`src/rtl/mem_access_unit_pkg.sv`:
```
// Shared definitions for the data-memory access path: access modes, FSM
// encoding and the alignment rule used to reject requests before they reach memory.
package mem_pkg;

  localparam logic [1:0] MODE_BYTE = 2'b00;
  localparam logic [1:0] MODE_HALF = 2'b01;
  localparam logic [1:0] MODE_WORD = 2'b10;
  localparam logic [1:0] MODE_RSVD = 2'b11;

  typedef enum logic [1:0] {
    ST_IDLE  = 2'b00,
    ST_ISSUE = 2'b01,
    ST_RESP  = 2'b10
  } state_t;

  typedef struct packed {
    logic       we;
    logic [1:0] size;
    logic       sgn;
  } req_ctl_t;

  // True when the access must not touch memory: reserved size or an address
  // that is not a multiple of the access size.
  function automatic logic access_error(input logic [1:0] size, input logic [1:0] addr_lo);
    logic err;
    err = 1'b0;
    case (size)
      MODE_BYTE: err = 1'b0;
      MODE_HALF: err = addr_lo[0];
      MODE_WORD: err = (addr_lo != 2'b00);
      default:   err = 1'b1;
    endcase
    return err;
  endfunction

endpackage

```
`src/rtl/mem_access_unit_load_extend.sv`:
```
// Sign/zero extension of right-justified load data; shared with the cache refill path.
module load_extend
  import mem_pkg::*;
(
  input  logic [31:0] i_dout,
  input  logic [1:0]  i_size,
  input  logic        i_signed,
  output logic [31:0] o_data
);

  always_comb begin
    o_data = i_dout;
    case (i_size)
      MODE_BYTE: o_data = {{24{i_signed & i_dout[7]}}, i_dout[7:0]};
      MODE_HALF: o_data = {{16{i_signed & i_dout[15]}}, i_dout[15:0]};
      default:   o_data = i_dout;
    endcase
  end

endmodule

```
`src/rtl/mem_access_unit.sv`:
```
// CPU-side initiator for the data memory: one request at a time, one-cycle
// memory strobe, registered extended response held until consumed.
module mem_access_unit
  import mem_pkg::*;
#(
  parameter int ADDR_WIDTH = 12
) (
  input  logic                  clk,
  input  logic                  clr,
  input  logic                  req_valid,
  output logic                  req_ready,
  input  logic                  req_we,
  input  logic [1:0]            req_size,
  input  logic                  req_signed,
  input  logic [ADDR_WIDTH-1:0] req_addr,
  input  logic [31:0]           req_wdata,
  output logic                  resp_valid,
  input  logic                  resp_ready,
  output logic [31:0]           resp_rdata,
  output logic                  resp_err,
  output logic [ADDR_WIDTH-1:0] mem_addr,
  output logic [31:0]           mem_din,
  output logic [1:0]            mem_mode,
  output logic                  mem_str,
  output logic                  mem_sel,
  output logic                  mem_ld,
  input  logic [31:0]           mem_dout
);

  state_t                r_state, w_state_nxt;
  req_ctl_t              r_ctl;
  logic [ADDR_WIDTH-1:0] r_addr;
  logic [31:0]           r_wdata;
  logic [31:0]           r_rdata;
  logic                  r_err;

  logic                  w_accept;
  logic                  w_req_err;
  logic                  w_done;
  logic [31:0]           w_ext;

  assign w_accept  = req_valid && (r_state == ST_IDLE);
  assign w_req_err = access_error(req_size, req_addr[1:0]);
  assign w_done    = (r_state == ST_RESP) && resp_ready;

  load_extend u_ext (
    .i_dout   (mem_dout),
    .i_size   (r_ctl.size),
    .i_signed (r_ctl.sgn),
    .o_data   (w_ext)
  );

  always_ff @(posedge clk or posedge clr) begin
    if (clr) r_state <= ST_IDLE;
    else     r_state <= w_state_nxt;
  end

  always_comb begin
    w_state_nxt = r_state;
    req_ready   = 1'b0;
    resp_valid  = 1'b0;
    mem_sel     = 1'b0;
    mem_str     = 1'b0;
    mem_ld      = 1'b0;
    mem_mode    = '0;
    mem_addr    = '0;
    mem_din     = '0;
    case (r_state)
      ST_IDLE: begin
        req_ready = 1'b1;
        if (req_valid) w_state_nxt = w_req_err ? ST_RESP : ST_ISSUE;
      end
      ST_ISSUE: begin
        mem_sel     = 1'b1;
        mem_str     = r_ctl.we;
        mem_ld      = !r_ctl.we;
        mem_mode    = r_ctl.size;
        mem_addr    = r_addr;
        mem_din     = r_wdata;
        w_state_nxt = ST_RESP;
      end
      ST_RESP: begin
        resp_valid = 1'b1;
        if (resp_ready) w_state_nxt = ST_IDLE;
      end
      default: w_state_nxt = ST_IDLE;
    endcase
  end

  // Response data is cleared on accept so stores and errors return 0; a load
  // overwrites it with the extended memory word at the end of ISSUE.
  always_ff @(posedge clk or posedge clr) begin
    if (clr) begin
      r_ctl   <= '0;
      r_addr  <= '0;
      r_wdata <= '0;
      r_rdata <= '0;
      r_err   <= 1'b0;
    end else if (w_accept) begin
      r_ctl   <= '{we: req_we, size: req_size, sgn: req_signed};
      r_addr  <= req_addr;
      r_wdata <= req_wdata;
      r_rdata <= '0;
      r_err   <= w_req_err;
    end else if (r_state == ST_ISSUE) begin
      r_rdata <= r_ctl.we ? 32'h0 : w_ext;
    end else if (w_done) begin
      r_rdata <= '0;
      r_err   <= 1'b0;
    end
  end

  assign resp_rdata = r_rdata;
  assign resp_err   = r_err;

endmodule

```
`config.mk`:
```
export PLATFORM = sky130hd
export DESIGN_NAME = mem_access_unit
export DESIGN_NICKNAME = d
export VERILOG_FILES = /design/src/rtl/mem_access_unit_pkg.sv /design/src/rtl/mem_access_unit_load_extend.sv /design/src/rtl/mem_access_unit.sv
export SDC_FILE = /design/constraint.sdc
export NUM_CORES = 1
export LEC_CHECK = 0
export CORE_MARGIN = 4
export CORE_UTILIZATION = 45
export DETAILED_ROUTE_END_ITERATION = 7
export PLACE_DENSITY = 0.86
export SYNTH_ARGS = -nofsm -noshare
export SYNTH_HDL_FRONTEND = slang
export SYNTH_SLANG_ARGS = --single-unit
```
`constraint.sdc`:
```
create_clock -name clk -period 7.3 [get_ports clk]
set_clock_uncertainty 0.15 [all_clocks]
set_input_delay 1.095 -clock clk [delete_from_list [all_inputs] [get_ports clk]]
set_output_delay 1.095 -clock clk [all_outputs]
set_load 0.05 [all_outputs]
```
Yosys cells after proc, flatten, opt, wreduce, memory -nomap -nowiden
Index checks and enable logic that the tools add are counted.
{"block": "totals", "in_bits": 84, "wordCells": 50, "output_inout_bits": 84, "reg_bits": 83}
{"block": "classes", "n_eq_ne": 8, "n_mux": 21, "bitwise_logic": 2, "n_reduce_logical": 11}
{"cell": "32-bit two-way mux", "count": 5}
{"cell": "32-bit one-hot mux with 2 select lines", "count": 1}
{"cell": "12-bit two-way mux", "count": 1}
{"cell": "1-bit two-way mux", "count": 8}
{"cell": "2-bit two-way mux", "count": 4}
{"cell": "2-bit by 1-bit equality test with 1-bit output (second input constant)", "count": 3}
{"cell": "2-bit logical NOT", "count": 3}
{"cell": "2-bit != test (second input constant)", "count": 3}
{"cell": "2-bit one-hot mux with 3 select lines", "count": 1}
{"cell": "2-bit equality test (second input constant)", "count": 2}
{"cell": "2-bit AND reduction", "count": 2}
{"cell": "2-bit nonzero test", "count": 2}
{"cell": "1-bit one-hot mux with 3 select lines", "count": 1}
{"cell": "3-bit nonzero test", "count": 1}
{"cell": "1-bit bitwise AND", "count": 2}
{"cell": "1-bit logical AND", "count": 2}
{"cell": "1-bit logical NOT", "count": 1}

Longest topological paths before layout
Gate-level depths: netlist of the first run.
{"block": "logic_depth", "word_depth": 5, "ltp_mapped": 5, "ltp_nobuf": 3}

Cells and area by module
A second synthesis of the first run with hierarchy kept.
{"block": "hier_totals", "cells_unflattened": 312, "area_unflattened_um2": 3963.8}
{"mod": "mem_access_unit", "seq_area_each_um2": 2077.0, "cells_per_inst": 246, "instances": 1, "area_per_inst_um2": 3578.4}
{"mod": "load_extend", "seq_area_each_um2": 0.0, "cells_per_inst": 66, "instances": 1, "area_per_inst_um2": 385.4}

Least setup slack after synthesis of the first run
No wires, ideal clock.
{"block": "synth_path", "kind": "flip-flop to output port", "startpoint": "reg r_state[1]", "endpoint": "out mem_addr[10]", "n_path_buf": 1, "arrival_ps": 1493, "required_time_ps": 6055, "path_stages_with_launch": 5, "path_slack_ps": 4562, "path_cell_list": "dfrtp_1 nand2b_1 inv_2 buf_2 and2_1"}
{"block": "synth_between", "elab_chain_len": 2}
{"element": "from (decl)", "line_no": "mem_access_unit.sv:30", "rtl": "state_t r_state, w_state_nxt;"}
{"element": "from (signal assigned)", "line_no": "mem_access_unit.sv:55", "rtl": "else r_state <= w_state_nxt;"}
{"element": "2-bit by 1-bit equality test with 1-bit output", "line_no": "mem_access_unit.sv:68", "rtl": "case (r_state)"}
{"element": "12-bit two-way mux", "line_no": "mem_access_unit.sv:68"}
{"element": "to (decl)", "line_no": "mem_access_unit.sv:21", "rtl": "output logic [ADDR_WIDTH-1:0] mem_addr,"}
Every way passes these cells.

Final worst setup path of the first run
{"block": "layout_path", "startpoint": "reg r_state[1]", "endpoint": "out mem_str"}
{"block": "layout_between", "elab_chain_len": 2}
{"element": "2-bit by 1-bit equality test with 1-bit output", "line_no": "mem_access_unit.sv:68"}
{"element": "1-bit two-way mux", "line_no": "mem_access_unit.sv:68"}
{"element": "to (decl)", "line_no": "mem_access_unit.sv:24", "rtl": "output logic mem_str,"}
Every way passes these cells.

==> summary.md, run 1 <==
| Metric | Value |
|---|---|
| Crit path setup slack, layout | 3.50 ns |
| Cell Rows | 32 |
| Clock buffer count from CTS | 9 |
| Hold-fix buffers at CTS | 0 |
| Total core area | 0.00789 mm2 |
| Ranking of synthesized cells by area | dfrtp_1 56%, mux2_2 13%, and2_1 8.1% |
| # diodes | 0 |
| Clock root cell | clkbuf_8 |
| Die height | 99.0 um |
| Yosys warns | 0 |
| All-layer global routing usage | around 20% |
| Final ANT Viol Nets | 0 |
| Slowest stage cell on the critical path | clkdlybuf4s50_1 |
| Hold Crit Start | r_addr[8] |
| Hold Path Depth | 1 |
| Avg Cell Area, Syn | 12.3 um2 |
| Power, Total | 0.00164 W |
| Crit-path cells | nand2b_1 > inv_2 > and2_1 > clkdlybuf4s50_1 |
| CP Buf/Inv Count | 2 |
| RePlAce Congestion | around 0.83 |
| Cells after DPL | 551 |
| Worst Path Required | 6.05 ns |
| Max_slew headroom | 30.1% |
| CTS tree | yes |
| Share of the synthesized area in the top cell type | 55.7% |
| Htree depth | 3 |
| Worst R2R Setup Slack | a little under 5 ns |
| Status | finished, final reports clean |
| Initial antenna violation count | 0 |
| Crit end category | output pin |
| Endpoints failing setup | 0 |
| CTS Sinks | 83 |
| Dpl ws | roughly 3.8 ns |
| Vias per cell | 5.14 |
| Vias post-DR | 2914 |
| Total global routing overflow | 0 |
| Post-route insts no fill | 567 |
| Die area | 0.00980 mm2 |
| Post-route cell area | around 0.0056 mm2 |
| Per-cell routed wire length | 17.1 um |
| Effective utilization at floorplan | a little under half |
| Max incr delay on CP | a little over 0.8 ns |
| Largest family of logic cells by synthesized area | multiplexers |
| WHS Endpoint | r_addr[8] |
| Syn nets | 386 |
| Arr. time, crit path | 2.55 ns |
| Compound-cell area share of the yosys netlist | around 12% |
| Max rail drop VDD | 0.184 mV |
| Detailed Routing Iterations Pass 1 | 4 |
| Area grow syn2layout | 50.8% |
| Drt total wl | 9.71 mm |
| Worst-path fanout max | 48 |
| Vias in the first global route | ~3000 |
| Worst reg2reg endpoint | r_wdata[16] |
| DRC violations left | 0 |
| Final setup TNS | 0 ns |
| I/O Buffers | between 150 and 200 |
| Nets | 544 |
| Cells after Synth | ~300 |
| Max Buffers Root-to-Sink | 2 |
| DP Area | 0.00538 mm2 |
| Mapped Area | 0.00373 mm2 |
| Post-CTS setup buffers | 0 |
| Layout cell share with drive strength beyond 1 | 15.1% |
| Worst skew pair latency | 0.34 ns |
| Post_cts resized | 0 |
| Power Density | 292 mW/mm2 |
| First-pass GRT wire length | 15.4 mm |
| Final worst path period need | approximately 3.8 ns |
| Min-Delay Path Class | flop to flop |
| Final Cycle Share | 52.0% |
| Final Hold Fails | 0 |
| CP Launch Type | flop |
| Seq/Total Area, Yosys | 55.7% |
| DP HPWL | 6.87 mm |
| Mux share of post-synthesis cell area | 15.1% |
| RSZ-0062 raised after global routing | no |
| XOR/XNOR Fraction of Synth Area | 0% |
| #FFs+latches synth | 83 |
| Yosys cell types | 30 |
| Cell class contributing the biggest share of worst-path delay | buffers and inverters |
| Final slew viol count | 0 |
| Fmax | 263 MHz |
| Worst-case reg-to-reg path depth | 3 |
| CTS clk-pin slew, worst paths | 0.08 ns |
| Crit Path Category | flop to output pin |
| Reg2reg start | r_state[0] |
| Simple-gate share of the synthesized area | 12.6% |
| Maxcap violations | 0 |
| Yosys top cell by area | dfrtp_1 |
| Die X | 99.0 um |
| Post-synthesis adder-cell area fraction | 0% |
| P_leak | 2.38 nW |
| Num ports | around 170 |
| Largest net degree at the start of global routing | 84 |
| DRT iter0 DRCs | 108 |
| Worst slew pin tran | between 1 and 1.5 ns |
==> per-stage QoR <==
step	hold slack, ns	utilization, %
after global placement	0.311	68.2
final	0.343	71.2
after detailed placement	0.322	68.2
after CTS	0.341	71.2
after global routing	0.354	71.2
after floorplan	0.299	-
==> cell usage after synthesis <==
library cell and count:
dfrtp_1 83, and2_1 48, mux2_2 44, a22o_1 32, nand2_1 25, o21ai_0 23, buf_6 9, clkbuf_1 5
mux2_1 4, buf_4 3, clkbuf_2 3, buf_2 2, inv_1 2, nand2b_1 2, nor2_1 2, a21o_1 1
buf_1 1, inv_2 1, mux2i_1 1, mux2i_2 1, nand2b_2 1, nand3b_1 1, nand4bb_1 1, nor2_2 1
nor2b_1 1, nor3_4 1, o21a_2 1, o21ai_1 1, o311ai_0 1, o31ai_1 1
==> layout by cell type, fill, tap and decap left out, types with 2 or more instances in the layout <==
| cell type | instances |
|---|---|
| a22o_1 | 32 |
| and2_1 | 48 |
| buf_4 | 3 |
| bufinv_16 | 3 |
| clkbuf_8 | 9 |
| clkdlybuf4s50_1 | 167 |
| clkinv_2 | 3 |
| dfrtp_1 | 83 |
| mux2_1 | 4 |
| mux2_2 | 44 |
| nand2_1 | 25 |
| nand2b_1 | 2 |
| nor2_1 | 2 |
| o21ai_0 | 23 |
==> layout make-up <==
type                            count  area, um2
Clock buffer                        9        124
Clock inverter                      7        116
Fill cell                         552       2270
Inverter                            3       12.5
Multi-Input combinational cell    193       1470
Sequential cell                    83       2080
Tap cell                          102        128
Timing Repair Buffer              170       1690
==> cell families (layout without fill, tap and decap cells) <==
group | after synthesis | count (layout)
buf+inv | 26 | 189
simple gates | 83 | 83
flops | 83 | 83
compound gates | 60 | 60
mux | 50 | 50
==> flip-flops by register name, indices dropped and copies added (netlist names) <==
name,flops
r_addr,12
r_ctl,4
r_state,2
r_wdata,32
resp_err,1
resp_rdata,32
==> where the power goes <==
group | internal [W] | switching (W)
registers | 0.000582 | 0.0000837
logic | 0.000254 | 0.000328
clock network | 0.000227 | 0.000165
total | 0.00106 | 0.000577
==> worst max-delay path by stage <==
stage | to | cells past startpoint | startpoint
after floorplan | r_addr[0] | 1 | clr
after global placement | r_addr[1] | 5 | req_valid
after detailed placement | r_wdata[28] | 5 | req_valid
after CTS | mem_str | 4 | r_state[1]
after global routing | mem_din[5] | 4 | r_state[1]
final | mem_str | 4 | r_state[1]
==> layer usage <==
metal	part of all wire [%]	GRT usage, %	wire length (um)	vias up
met5	0	0	0	-
li1	-	-	-	1360
met3	9.1	5.73	885	16
met4	2.0	7.56	191	0
met2	47	31.2	4530	137
met1	42	25.8	4100	1401
Power figures use the tool's default switching activity.
==> inputs of run 2 (changes only) <==
--- a/config.mk
+++ b/config.mk
@@ -6,9 +6,9 @@
 export NUM_CORES = 1
 export LEC_CHECK = 0
 export CORE_MARGIN = 4
-export CORE_UTILIZATION = 45
+export CORE_UTILIZATION = 42
 export DETAILED_ROUTE_END_ITERATION = 7
-export PLACE_DENSITY = 0.86
+export PLACE_DENSITY = 0.81
 export SYNTH_ARGS = -nofsm -noshare
 export SYNTH_HDL_FRONTEND = slang
 export SYNTH_SLANG_ARGS = --single-unit
==> constraint.sdc (replaced) <==
create_clock -name clk -period 3.55 [get_ports clk]
set_clock_uncertainty 0.15 [all_clocks]
set_input_delay 0.5325 -clock clk [delete_from_list [all_inputs] [get_ports clk]]
set_output_delay 0.5325 -clock clk [all_outputs]
set_load 0.05 [all_outputs]
==> run 2 against run 1 <==
Net effect: worst setup slack got worse by 3.2 ns; final cell count increased by 1.4%; die area increased by 6.6%; total power increased by 100%; critical path depth unchanged; via count increased by 1.1%; largest cell class unchanged; critical path type unchanged.
==> summary.md, run 2 (same netlist as run 1, synthesis figures left out) <==
| Metric | Value |
|---|---|
| Status | finished, final reports clean |
| Final Cycle Share | 91.3% |
| Final worst path period need | 3.24 ns |
| Cell Rows | 34 (+6.3%) |
| Effective utilization at floorplan | 42.9% (-4.3 points) |
| Arr. time, crit path | 2.56 ns (about the same) |
| Largest net degree at the start of global routing | 49 (-42%) |
| Max rail drop VDD | 0.307 mV (+67%) |
| Initial antenna violation count | 0 (unchanged) |
| Clock root cell | clkbuf_8 |
| Slowest stage cell on the critical path | clkdlybuf4s50_1 |
| Max_slew headroom | 52.6% (+22 points) |
| Layout cell share with drive strength beyond 1 | 15.4% (+0.36 points) |
| Combined area of the multi-input logic cells | 0.00147 mm2 (unchanged) |
| Vias per cell | 5.12 (-0.31%) |
| Die height | 102 um (+3.2%) |
| Most common cell after layout, fill and taps aside | clkdlybuf4s50_1 |
| CTS tree | yes |
| Per-cell routed wire length | 16.9 um (-1.5%) |
| Crit Path Category | flop to output pin |
| Cell class contributing the biggest share of worst-path delay | buffers and inverters |
| Most frequent cells in the layout | 166 x clkdlybuf4s50_1, 83 x dfrtp_1, 48 x and2_1, 44 x mux2_2, 32 x a22o_1 |
| RSZ-0062 raised after global routing | no |
| Die area | 0.0104 mm2 (+6.6%) |
| DRC violations left | 0 (unchanged) |
| Final setup TNS | 0 ns (unchanged) |
| CTS Sinks | 83 (unchanged) |
| Detailed Routing Iterations Pass 1 | 4 (unchanged) |
| Crit end category | output pin |
| Cells after DPL | 560 (+1.6%) |
| Seq. cell area | 0.00208 mm2 (unchanged) |
| Vias post-DR | 2946 (+1.1%) |
| RePlAce Congestion | 0.752 (-9.4%) |
| P_leak | 2.38 nW (about the same) |
| Worst skew pair latency | 0.34 ns (about the same) |
| Nets | 547 (+0.55%) |
| Htree depth | 3 (unchanged) |
| Worst-path fanout max | 48 (unchanged) |
| Fmax | 309 MHz |
| Post-route insts no fill | 575 (+1.4%) |
| Drt total wl | 9.69 mm (-0.14%) |
| First-pass GRT wire length | 15.2 mm (-1.4%) |
| Worst Path Required | 2.87 ns (-3.18 ns) |
| CP Buf/Inv Count | 2 (unchanged) |
| Post-CTS setup buffers | 0 (unchanged) |
| Post_cts resized | 0 (unchanged) |
| Clock buffer count from CTS | 9 (unchanged) |
| DRT iter0 DRCs | 76 (-30%) |
| # diodes | 0 (unchanged) |
| Maxcap violations | 0 (unchanged) |
| All-layer global routing usage | 18.7% (-1.1 points) |
| Vias in the first global route | 3055 (+0.13%) |
| Hold-fix buffers at CTS | 0 (unchanged) |
| Total core area | 0.00868 mm2 (+10%) |
| Num ports | 168 (unchanged) |
| Min-Delay Path Class | flop to flop |
| Power Density | 589 mW/mm2 (+100%) |
| Worst slew pin tran | 0.697 ns (-0.351 ns) |
| Crit-path cells | nand2b_1 > inv_2 > and2_1 > clkdlybuf4s50_1 |
| Final Hold Fails | 0 (unchanged) |
| Endpoints failing setup | 0 (unchanged) |
| Max Buffers Root-to-Sink | 2 (unchanged) |
| Total global routing overflow | 0 (unchanged) |
| Max incr delay on CP | 0.81 ns (about the same) |
| I/O Buffers | 167 (unchanged) |
| CTS clk-pin slew, worst paths | 0.08 ns (about the same) |
| Die X | 102 um (+3.2%) |
| CP Launch Type | flop |
| Final ANT Viol Nets | 0 (unchanged) |
| Area grow syn2layout | 50.9% (about the same) |
| DP HPWL | 7.00 mm (+1.8%) |
| Fillcell total | 707 (+28%) |
| Final slew viol count | 0 (unchanged) |
[run 2: cell count changes in the layout (fill, tap and decap cells not counted)]
cell,before,now
clkbuf_1,0,1
clkinvlp_4,1,2
clkinv_2,3,1
bufinv_16,3,2
buf_4,3,7
clkinv_4,1,0
clkbuf_8,9,10
clkdlybuf4s50_1,167,166
[run 2: metrics by stage]
step | hold slack, ns | setup WS [ns] | instance area [um2] | power, W | utilization [%]
floorplan | 0.299 | 0.731 | 3730 | 0.00221 | -
global placement | 0.312 | 0.695 | 5410 | 0.00256 | 62.3
detailed placement | 0.319 | 0.649 | 5410 | 0.00260 | 62.3
CTS | 0.348 | 0.253 | 5620 | 0.00336 | 64.8
global route | 0.373 | 0.113 | 5620 | 0.00350 | 64.8
finish | 0.344 | 0.311 | 5620 | 0.00331 | 64.8
[run 2: worst reg2reg max path, delay by kind of cell (launching register included)]
kind	cells	cell delay, ns
multiplexers	1	0.67
AO/OA/AOI/OAI	2	0.44
flip-flops	1	0.57
[run 2: per-layer routing]
| layer | vias to the layer above | wire length [um] | track usage [%] |
|---|---|---|---|
| li1 | 1363 | - | - |
| met1 | 1456 | 3920 | 23.1 |
| met2 | 118 | 4840 | 32.1 |
| met3 | 9 | 857 | 6.01 |
| met4 | 0 | 80 | 4.24 |
| met5 | - | 0 | 0 |
[run 2: final timing paths]
kind / from / endpoint / slack [ns] / cells past startpoint
min in group asynchronous: clr / resp_rdata[2] / 0.35 / 2
max in group asynchronous: clr / r_addr[3] / 2.10 / 3
hold reg to reg: r_addr[4] / r_addr[4] / 0.34 / 1
setup / recovery: r_state[1] / mem_din[15] / 0.31 / 4
hold / removal: r_addr[4] / r_addr[4] / 0.34 / 1
setup reg to reg: r_ctl[1] / resp_rdata[26] / 1.62 / 3
[run 2: area by class of cell]
cell class | instances | share of cell area [%]
Clock buffer | 11 | 2.51
Clock inverter | 4 | 1.34
Inverter | 3 | 0.223
Multi-Input combinational cell | 193 | 26.1
Sequential cell | 83 | 36.9
Tap cell | 108 | 2.40
Timing Repair Buffer | 173 | 30.5
[run 2: power breakdown]
group	switching (W)	total [W]	internal, W	leakage (nW)
clock	0.000329	0.000741	0.000412	0.102
sequential	0.000141	0.00134	0.00120	1.04
combinational	0.000706	0.00124	0.000530	1.24
